<file path="src/rtl/pipelined_carry_select_adder_pkg.sv">
// Index helpers for the triangular skew buffers of the pipelined carry-select adder.
// Operand segments still waiting and result segments already resolved are stored per stage.
package pipelined_carry_select_adder_pkg;

    // Slot of operand segment j (j > k) held in the register after stage k.
    function automatic int opq_idx(input int nseg, input int k, input int j);
        return k * (nseg - 1) - (k * (k - 1)) / 2 + (j - k - 1);
    endfunction

    // Slot of result segment j (j <= k) held in the register after stage k.
    function automatic int sum_idx(input int k, input int j);
        return (k * (k + 1)) / 2 + j;
    endfunction

endpackage

</file>
<file path="src/rtl/pipelined_carry_select_adder_cell.sv">
// Conditional-sum segment: forms both carry-in hypotheses and picks one with i_sel.
module carry_select_cell
    import pipelined_carry_select_adder_pkg::*;
#(
    parameter int WIDTH = 4
) (
    input  logic [WIDTH-1:0] i_a,
    input  logic [WIDTH-1:0] i_b,
    input  logic             i_sel,
    output logic [WIDTH-1:0] o_sum,
    output logic             o_cout
);

    logic [WIDTH:0] w_r0;
    logic [WIDTH:0] w_r1;

    assign w_r0 = {1'b0, i_a} + {1'b0, i_b};
    assign w_r1 = {1'b0, i_a} + {1'b0, i_b} + {{WIDTH{1'b0}}, 1'b1};
    assign {o_cout, o_sum} = i_sel ? w_r1 : w_r0;

endmodule

</file>
<file path="src/rtl/pipelined_carry_select_adder.sv">
// Add/subtract pipeline resolving one SEG-bit segment per stage with a carry-select cell,
// operands skewed forward and results deskewed so the whole word leaves together.
module pipelined_carry_select_adder
    import pipelined_carry_select_adder_pkg::*;
#(
    parameter int WIDTH = 16,
    parameter int SEG   = 4
) (
    input  logic             clk,
    input  logic             rst,
    input  logic             in_valid,
    output logic             in_ready,
    input  logic [WIDTH-1:0] a,
    input  logic [WIDTH-1:0] b,
    input  logic             carry_in,
    input  logic             sub,
    output logic             out_valid,
    input  logic             out_ready,
    output logic [WIDTH-1:0] sum,
    output logic             carry_out,
    output logic             overflow
);

    localparam int NSEG = WIDTH / ((SEG >= 1) ? SEG : 1);
    localparam int NOP  = (NSEG > 1) ? NSEG * (NSEG - 1) / 2 : 1;
    localparam int NSM  = NSEG * (NSEG + 1) / 2;
    localparam int NPS  = (NSEG > 1) ? NSEG - 1 : 1;

    if (SEG < 1) begin : g_bad_seg
        $error("SEG must be at least 1");
    end else if (WIDTH % SEG != 0) begin : g_bad_width
        $error("WIDTH must be a multiple of SEG");
    end

    logic [SEG-1:0]   r_aq [NOP];
    logic [SEG-1:0]   r_bq [NOP];
    logic [SEG-1:0]   r_sq [NSM];
    logic [NSEG-1:0]  r_vld;
    logic [NSEG-1:0]  r_c;
    logic [NPS-1:0]   r_am;
    logic [NPS-1:0]   r_bm;
    logic             r_ovf;

    logic [WIDTH-1:0] w_beff;
    logic             w_cin0;
    logic             w_adv;
    logic             w_xfer;
    logic [SEG-1:0]   w_sa [NSEG];
    logic [SEG-1:0]   w_sb [NSEG];
    logic [SEG-1:0]   w_s  [NSEG];
    logic [NSEG-1:0]  w_ci;
    logic [NSEG-1:0]  w_co;
    logic [NSEG-1:0]  w_am;
    logic [NSEG-1:0]  w_bm;

    // Subtract folds into the operands here, so in-flight ops never look at sub again.
    assign w_beff   = b ^ {WIDTH{sub}};
    assign w_cin0   = sub | carry_in;
    assign w_adv    = out_ready || !r_vld[NSEG-1];
    assign w_xfer   = in_valid && w_adv;
    assign in_ready = w_adv;

    for (genvar k = 0; k < NSEG; k++) begin : g_stage
        if (k == 0) begin : g_head
            assign w_sa[k] = a[SEG-1:0];
            assign w_sb[k] = w_beff[SEG-1:0];
            assign w_ci[k] = w_cin0;
            assign w_am[k] = a[WIDTH-1];
            assign w_bm[k] = w_beff[WIDTH-1];
        end else begin : g_body
            assign w_sa[k] = r_aq[opq_idx(NSEG, k - 1, k)];
            assign w_sb[k] = r_bq[opq_idx(NSEG, k - 1, k)];
            assign w_ci[k] = r_c[k-1];
            assign w_am[k] = r_am[k-1];
            assign w_bm[k] = r_bm[k-1];
        end

        carry_select_cell #(.WIDTH(SEG)) u_cell (
            .i_a    (w_sa[k]),
            .i_b    (w_sb[k]),
            .i_sel  (w_ci[k]),
            .o_sum  (w_s[k]),
            .o_cout (w_co[k])
        );
    end

    always_ff @(posedge clk or posedge rst) begin
        if (rst) begin
            r_vld <= '0;
            r_c   <= '0;
            r_am  <= '0;
            r_bm  <= '0;
            r_ovf <= 1'b0;
            for (int i = 0; i < NOP; i++) begin
                r_aq[i] <= '0;
                r_bq[i] <= '0;
            end
            for (int i = 0; i < NSM; i++) r_sq[i] <= '0;
        end else if (w_adv) begin
            r_vld[0] <= w_xfer;
            for (int k = 1; k < NSEG; k++) r_vld[k] <= r_vld[k-1];
            r_c <= w_co;
            for (int k = 0; k < NSEG - 1; k++) begin
                r_am[k] <= w_am[k];
                r_bm[k] <= w_bm[k];
            end
            for (int j = 1; j < NSEG; j++) begin
                r_aq[opq_idx(NSEG, 0, j)] <= a[j*SEG +: SEG];
                r_bq[opq_idx(NSEG, 0, j)] <= w_beff[j*SEG +: SEG];
            end
            for (int k = 1; k < NSEG - 1; k++) begin
                for (int j = k + 1; j < NSEG; j++) begin
                    r_aq[opq_idx(NSEG, k, j)] <= r_aq[opq_idx(NSEG, k - 1, j)];
                    r_bq[opq_idx(NSEG, k, j)] <= r_bq[opq_idx(NSEG, k - 1, j)];
                end
            end
            for (int k = 0; k < NSEG; k++) begin
                r_sq[sum_idx(k, k)] <= w_s[k];
                for (int j = 0; j < k; j++) r_sq[sum_idx(k, j)] <= r_sq[sum_idx(k - 1, j)];
            end
            // Sign overflow needs only the MSBs, which rode along with the top segment.
            r_ovf <= (w_am[NSEG-1] == w_bm[NSEG-1]) && (w_s[NSEG-1][SEG-1] != w_am[NSEG-1]);
        end
    end

    always_comb begin
        sum = '0;
        for (int j = 0; j < NSEG; j++) sum[j*SEG +: SEG] = r_sq[sum_idx(NSEG - 1, j)];
    end

    assign out_valid = r_vld[NSEG-1];
    assign carry_out = r_c[NSEG-1];
    assign overflow  = r_ovf;

endmodule
</file>
<file path="config.mk">
export PLATFORM = sky130hd
export DESIGN_NAME = pipelined_carry_select_adder
export DESIGN_NICKNAME = d
export VERILOG_FILES = /design/src/rtl/pipelined_carry_select_adder_pkg.sv /design/src/rtl/pipelined_carry_select_adder_cell.sv /design/src/rtl/pipelined_carry_select_adder.sv
export SDC_FILE = /design/constraint.sdc
export NUM_CORES = 1
export LEC_CHECK = 0
export BUFFER_PORTS_ARGS = -buffer_cell sky130_fd_sc_hd__buf_2
export CAP_MARGIN = 20
export CELL_PAD_IN_SITES_DETAIL_PLACEMENT = 0
export CELL_PAD_IN_SITES_GLOBAL_PLACEMENT = 1
export CORE_MARGIN = 3
export CORE_UTILIZATION = 30
export DETAILED_ROUTE_END_ITERATION = 6
export HOLD_SLACK_MARGIN = 0.05
export PLACE_DENSITY = 0.6
export SLEW_MARGIN = 10
export SYNTH_ARGS = -nofsm -noshare
export SYNTH_HDL_FRONTEND = slang
export SYNTH_SLANG_ARGS = --single-unit
export TNS_END_PERCENT = 5
</file>
<file path="constraint.sdc">
create_clock -name clk -period 4.2 [get_ports clk]
set_input_delay 0.84 -clock clk [delete_from_list [all_inputs] [get_ports clk]]
set_output_delay 0.84 -clock clk [all_outputs]
set_load 0.05 [all_outputs]
</file>
-- Word-level counts from Yosys, hierarchy flattened
Cells that the tools add are included.
- input bits: 38
- register bits: 103
- word-level logic and storage cells: 47
- output and inout port bits: 20
- bitwise gates (word level): 2
- reduce and logical (&&, ||, !) cells: 4
- equal/unequal tests: 2
- $add $sub $neg: 8
- muxes and demuxes: 4
- operator list (operator ; count):
    adder 4 x 4 -> 5 bit ; 4
    adder 5 x 1 -> 5 bit, second input constant ; 4
    two-way mux 5 bit ; 4
    bitwise XOR 16 bit ; 1
    logical AND 1 bit ; 2
    == test 1 bit ; 1
    zero test 1 bit ; 1
    logical OR 1 bit ; 1
    inequality test 1 bit ; 1
    bitwise OR 1 bit ; 1

-- Longest topological paths before layout
- word-level depth: 5
- mapped depth: 10

-- Cells and area by module
Synthesis repeated with hierarchy kept, for this count alone.
- cells, all modules: 381
- area total of the unflattened synthesis: 4969.8 um^2
- modules (own cells, without submodules) (module ; sequential area each (um^2) ; cells an instance ; times used ; area an instance (um^2)):
    pipelined_carry_select_adder ; 2427.3 ; 245 ; 1 ; 3973.8
    carry_select_cell ; 0.0 ; 34 ; 4 ; 249.0

-- Least setup slack after synthesis
No wires, ideal clock.
- path type: input port to flip-flop
- start point: in sub
- end point: reg r_c[0]
- setup time: 140 ps
- stages on the path: 10
- data arrival time: 2924 ps
- slack: 1136 ps
- path buffers: 2
- cell sequence: buf_4 buf_2 xor2_1 ha_1 fa_1 ha_1 o21ai_0 nor4b_1 xor2_1 a21oi_1
- cells in the longest elaborated chain, start to end: 4
- elaborated cells on any way between the ends: 5
- classes of those cells: 2 x add/sub; 1 x mux; 2 x bitwise
- RTL lines (what ; RTL line ; text):
    start: declaration ; pipelined_carry_select_adder.sv:16 ; input logic sub,
    bitwise XOR 16 bit ; pipelined_carry_select_adder.sv:57 ; assign w_beff = b ^ {WIDTH{sub}};
    adder 4 x 4 -> 5 bit ; pipelined_carry_select_adder_cell.sv:17, pipelined_carry_select_adder_cell.sv:18 ;
    adder 5 x 1 -> 5 bit ; pipelined_carry_select_adder_cell.sv:18 ; assign w_r1 = {1'b0, i_a} + {1'b0, i_b} + {{WIDTH{1'b0}}, 1'b1};
    two-way mux 5 bit * ; pipelined_carry_select_adder_cell.sv:19 ; assign {o_cout, o_sum} = i_sel ? w_r1 : w_r0;
    end signal: assignment ; pipelined_carry_select_adder.sv:102 ; r_c <= w_co;
    end: declaration ; pipelined_carry_select_adder.sv:39 ; logic [NSEG-1:0] r_c;
Every way passes the cells marked *; elsewhere a longest branch is shown, timed or not.
A chain may end at the register's enable or synchronous reset.

-- Worst setup path in the final report
Same ends and word-level chain as after synthesis.

==> summary.md <==
| Metric | Value |
|---|---|
| Avg Inst Size Synth | 9.13 sq um |
| Final slew viol count | 0 |
| Ranking of synthesized cells by area | sky130_fd_sc_hd__dfrtp_1 52%, sky130_fd_sc_hd__nand2_1 17%, sky130_fd_sc_hd__ha_1 5.4%, sky130_fd_sc_hd__xnor2_1 4.3%, sky130_fd_sc_hd__buf_4 2.7% |
| TritonCTS clock tree | done |
| Global routing usage on met2 | 0.179 |
| Post-Synthesis Net Count | 573 |
| Warnings from Yosys | 0 |
| Number of buffers between clock root and the deepest sink | 2 |
| Clock-pin slew on the worst setup and hold paths | 0.06 ns |
| Worst hold path type | flop to flop |
| Routed wire per std cell | 12.3 microns |
| Critical path, cell by cell | buf_2 > xor2_1 > ha_1 > fa_1 > ha_1 > o21ai_0 > nor4b_1 > xor2_1 > a21oi_1 |
| Critical path depth | 9 |
| Overall overflow remaining after global route | 0 |
| Upper clock frequency limit | 0.345 GHz |
| Critical setup path kind | primary input to flop |
| CTS root buf | sky130_fd_sc_hd__clkbuf_16 |
| Area used by multi-input combinational logic | 1990 sq um |
| Layout overhead on the synthesized area | 13.5% |
| Max rail drop VDD | 0.000235 V |
| Worst setup EP type | flop |
| Number of DRC markers in iteration 0 | 184 |
| Final setup fails | 0 |
| Antenna Cells | 0 |
| Cell area after synthesis | 4660 sq um |
| Area enclosed by the die boundary | 17100 sq um |
| GRT busiest layer | met2 |
| Most frequent cells after synthesis | 211 x sky130_fd_sc_hd__nand2_1, 97 x sky130_fd_sc_hd__dfrtp_1, 25 x sky130_fd_sc_hd__o21ai_0 |
| CTS H-Tree Depth | 3 |
| Instance area after placement | 5000 sq um |
| Sum of negative setup slack | 0 ns |
| Total wirelength of the detailed-routed design | 9010 microns |
| Worst clock skew on the final layout | 0.00334 ns |
| Setup repair after global routing missed its margin | no |
| DRC violation count after routing | 0 |
| Proportion of synthesized chip area in sequential cells | 0.520 |
| Num ports | 58 |
| Final cell count without fillers | 732 |
| First-pass GRT wire length | 15600 microns |
| Die H | 131 microns |
| Num CTS Buffers | 9 |
| Critical Path Fanout Max | 18 |
| Placer Congestion | 0.750 |
| Buf/Inv on CP | 1 |
| Post-DP HPWL | 6170 microns |
| Delay of the slowest critical-path stage | 0.53 ns |
| Required time at the worst-slack endpoint | 4.39 ns |
| Number of register bits inferred by synthesis | 97 |
| Met1 track utilization from global routing | 0.155 |
| GR Layer Usage met3 | 0.0276 |
| Mean number of vias per cell | 4.38 |
| Power Dens Cells | 804 nW/um^2 |
| Pin count of the biggest net entering global routing | 88 |
| Share of cells above drive strength 1 | 0.159 |
| Starting Density | 0.314 |
| Leak Pwr | 2.68 nW |
| Gate family responsible for the most delay along the worst path | adder cells |
| Cell Count Post-Placement | 716 |
| Number of antenna violations at the first check in global routing | 0 |
| Cell depth of the worst min-delay path | 2 |
| Number of global-route vias before repair | 3267 |
| Number of hold buffers added after CTS | 0 |
| Layout Cell Area excl Fill | 5290 sq um |
| Yosys top cell area share | 0.520 |
| Number of distinct standard cells referenced by the synthesized netlist | 34 |
| Cell row count | 44 |
| Arr. time, crit path | 3.09 ns |
| Number of setup buffers added after CTS | 0 |
| Worst hold slack across all endpoints | 0.456 ns |
| Total track usage | 0.116 |
| Register cell area after layout | 2430 sq um |
| Slew @ Worst Pin | 0.902 ns |
| Via Count | 3207 |
| DR pass1 iterations | 4 |
| Number of filler instances in the final layout | 1595 |
| Run status | finished, final reports clean |
| Total number of nets in the final design | 605 |
| Kind of start point of the critical path | primary input |
| Worst path slowest cell | sky130_fd_sc_hd__fa_1 |
| Max_slew headroom | 0.399 |
| Horiz. Die Dim | 131 microns |
| Clk sinks | 97 |
| Port buffer count | 57 |
| Most common cell in the netlist | sky130_fd_sc_hd__nand2_1 |
| Clk_lat worst skew | 0.35 ns |
| Primary FF master, synth | sky130_fd_sc_hd__dfrtp_1 |
| Library cell with the largest summed area after synthesis | sky130_fd_sc_hd__dfrtp_1 |
| Resized Gates After CTS | 0 |
| Async set-or-reset flop fraction in the synthesized netlist | 1.00 |
| Std-Cell Core Area | 14900 sq um |
| Post-synth EDFFs | 0 |
| Hold Fails Final Rpt | 0 |
| Post-layout minimum cycle time | 2.90 ns |
| Register-to-Register Path Depth | 7 |
| Count of mapped cells out of synthesis | 511 |
| Max-capacitance violation count | 0 |
| Count of nets left with antenna violations after detail routing | 0 |
| Fraction of the cycle the final worst path needs | 0.691 |
## cell families (layout without fill, tap and decap cells)
| group | after synthesis | count (layout) | share of synthesized area |
|---|---|---|---|
| xor+xnor | 38 | 38 | 0.0746 |
| mux | 4 | 4 | 0.00858 |
| simple gates | 247 | 247 | 0.210 |
| compound gates | 52 | 52 | 0.0606 |
| fa+ha+maj | 24 | 24 | 0.0708 |
| buf+inv | 49 | 86 | 0.0547 |
| flops | 97 | 97 | 0.520 |
## placed cells by master (no fill, tap or decap), drive strengths merged
master and instances:
and3 2, nor4b 2, or2 2, a31o 1, mux2i 4, xnor2 24
inv 9, dfrtp 97, o21ai 25, nand2b 1, clkinv 2, nand3 3
nor2b 1, nor2 17, clkbuf 14, nor3 2, o31ai 1, nand4b 1
nand4 2, fa 4, buf 61, xor2 14, or3 1, ha 20
a21o 4, nand2 211, and2 2, a21oi 21
## registers in the layout, summed over array words and instances, names as in the netlist
signal and count:
r_vld 4, r_aq 22, r_c 4, overflow 1
r_am 2, r_sq 24, r_bq 22, sum 16
r_bm 2
## per-layer routing
metal / wire [microns] / vias up
met5: 0 / -
met4: 212 / 0
li1: - / 1667
met2: 4090 / 40
met1: 4410 / 1486
met3: 303 / 14
## power breakdown
group,internal (mW),switching [mW],total [mW]
Clock,0.465,0.343,0.807
Combinational,0.675,1.17,1.84
Sequential,1.36,0.248,1.60
Total,2.49,1.76,4.25
## final cells by class
class                   instances  share of cell area
flip-flops and latches         97               0.459
multi-input cells             365               0.376
repair buffers                 61              0.0596
clock buffers                  14              0.0537
well taps                     184              0.0435
inverters                       9             0.00686
clock inverters                 2             0.00189
## path summary, 6_finish.rpt
| path | start | to | slack, ns |
|---|---|---|---|
| max | sub | r_c[0] | 1.30 |
| min | r_vld[2] | r_vld[2] | 0.46 |
| max reg2reg | r_bq[8] | r_c[2] | 2.01 |
| min reg2reg | r_vld[2] | r_vld[2] | 0.46 |
| max in group asynchronous | rst | r_bq[13] | 2.64 |
| min in group asynchronous | rst | sum[7] | 0.69 |
## metrics by stage
| stage | utilization | worst slack [ns] | power [mW] |
|---|---|---|---|
| finish | 0.356 | 1.30 | 4.25 |
| global route | 0.356 | 1.06 | 4.66 |
| CTS | 0.356 | 1.27 | 4.34 |
| detailed placement | 0.336 | 0.895 | 3.51 |
| global placement | 0.336 | 0.923 | 3.47 |
| floorplan | - | 0.826 | 3.18 |
## worst reg2reg max path, cell delays in order (launching register included)
cell	delay (ns)
sky130_fd_sc_hd__dfrtp_1	0.38
sky130_fd_sc_hd__ha_1	0.23
sky130_fd_sc_hd__fa_1	0.55
sky130_fd_sc_hd__ha_1	0.15
sky130_fd_sc_hd__and2_1	0.15
sky130_fd_sc_hd__nand2_1	0.07
sky130_fd_sc_hd__or3_1	0.31
sky130_fd_sc_hd__a31o_2	0.24
Note: power is estimated with default switching activity, not from simulation.
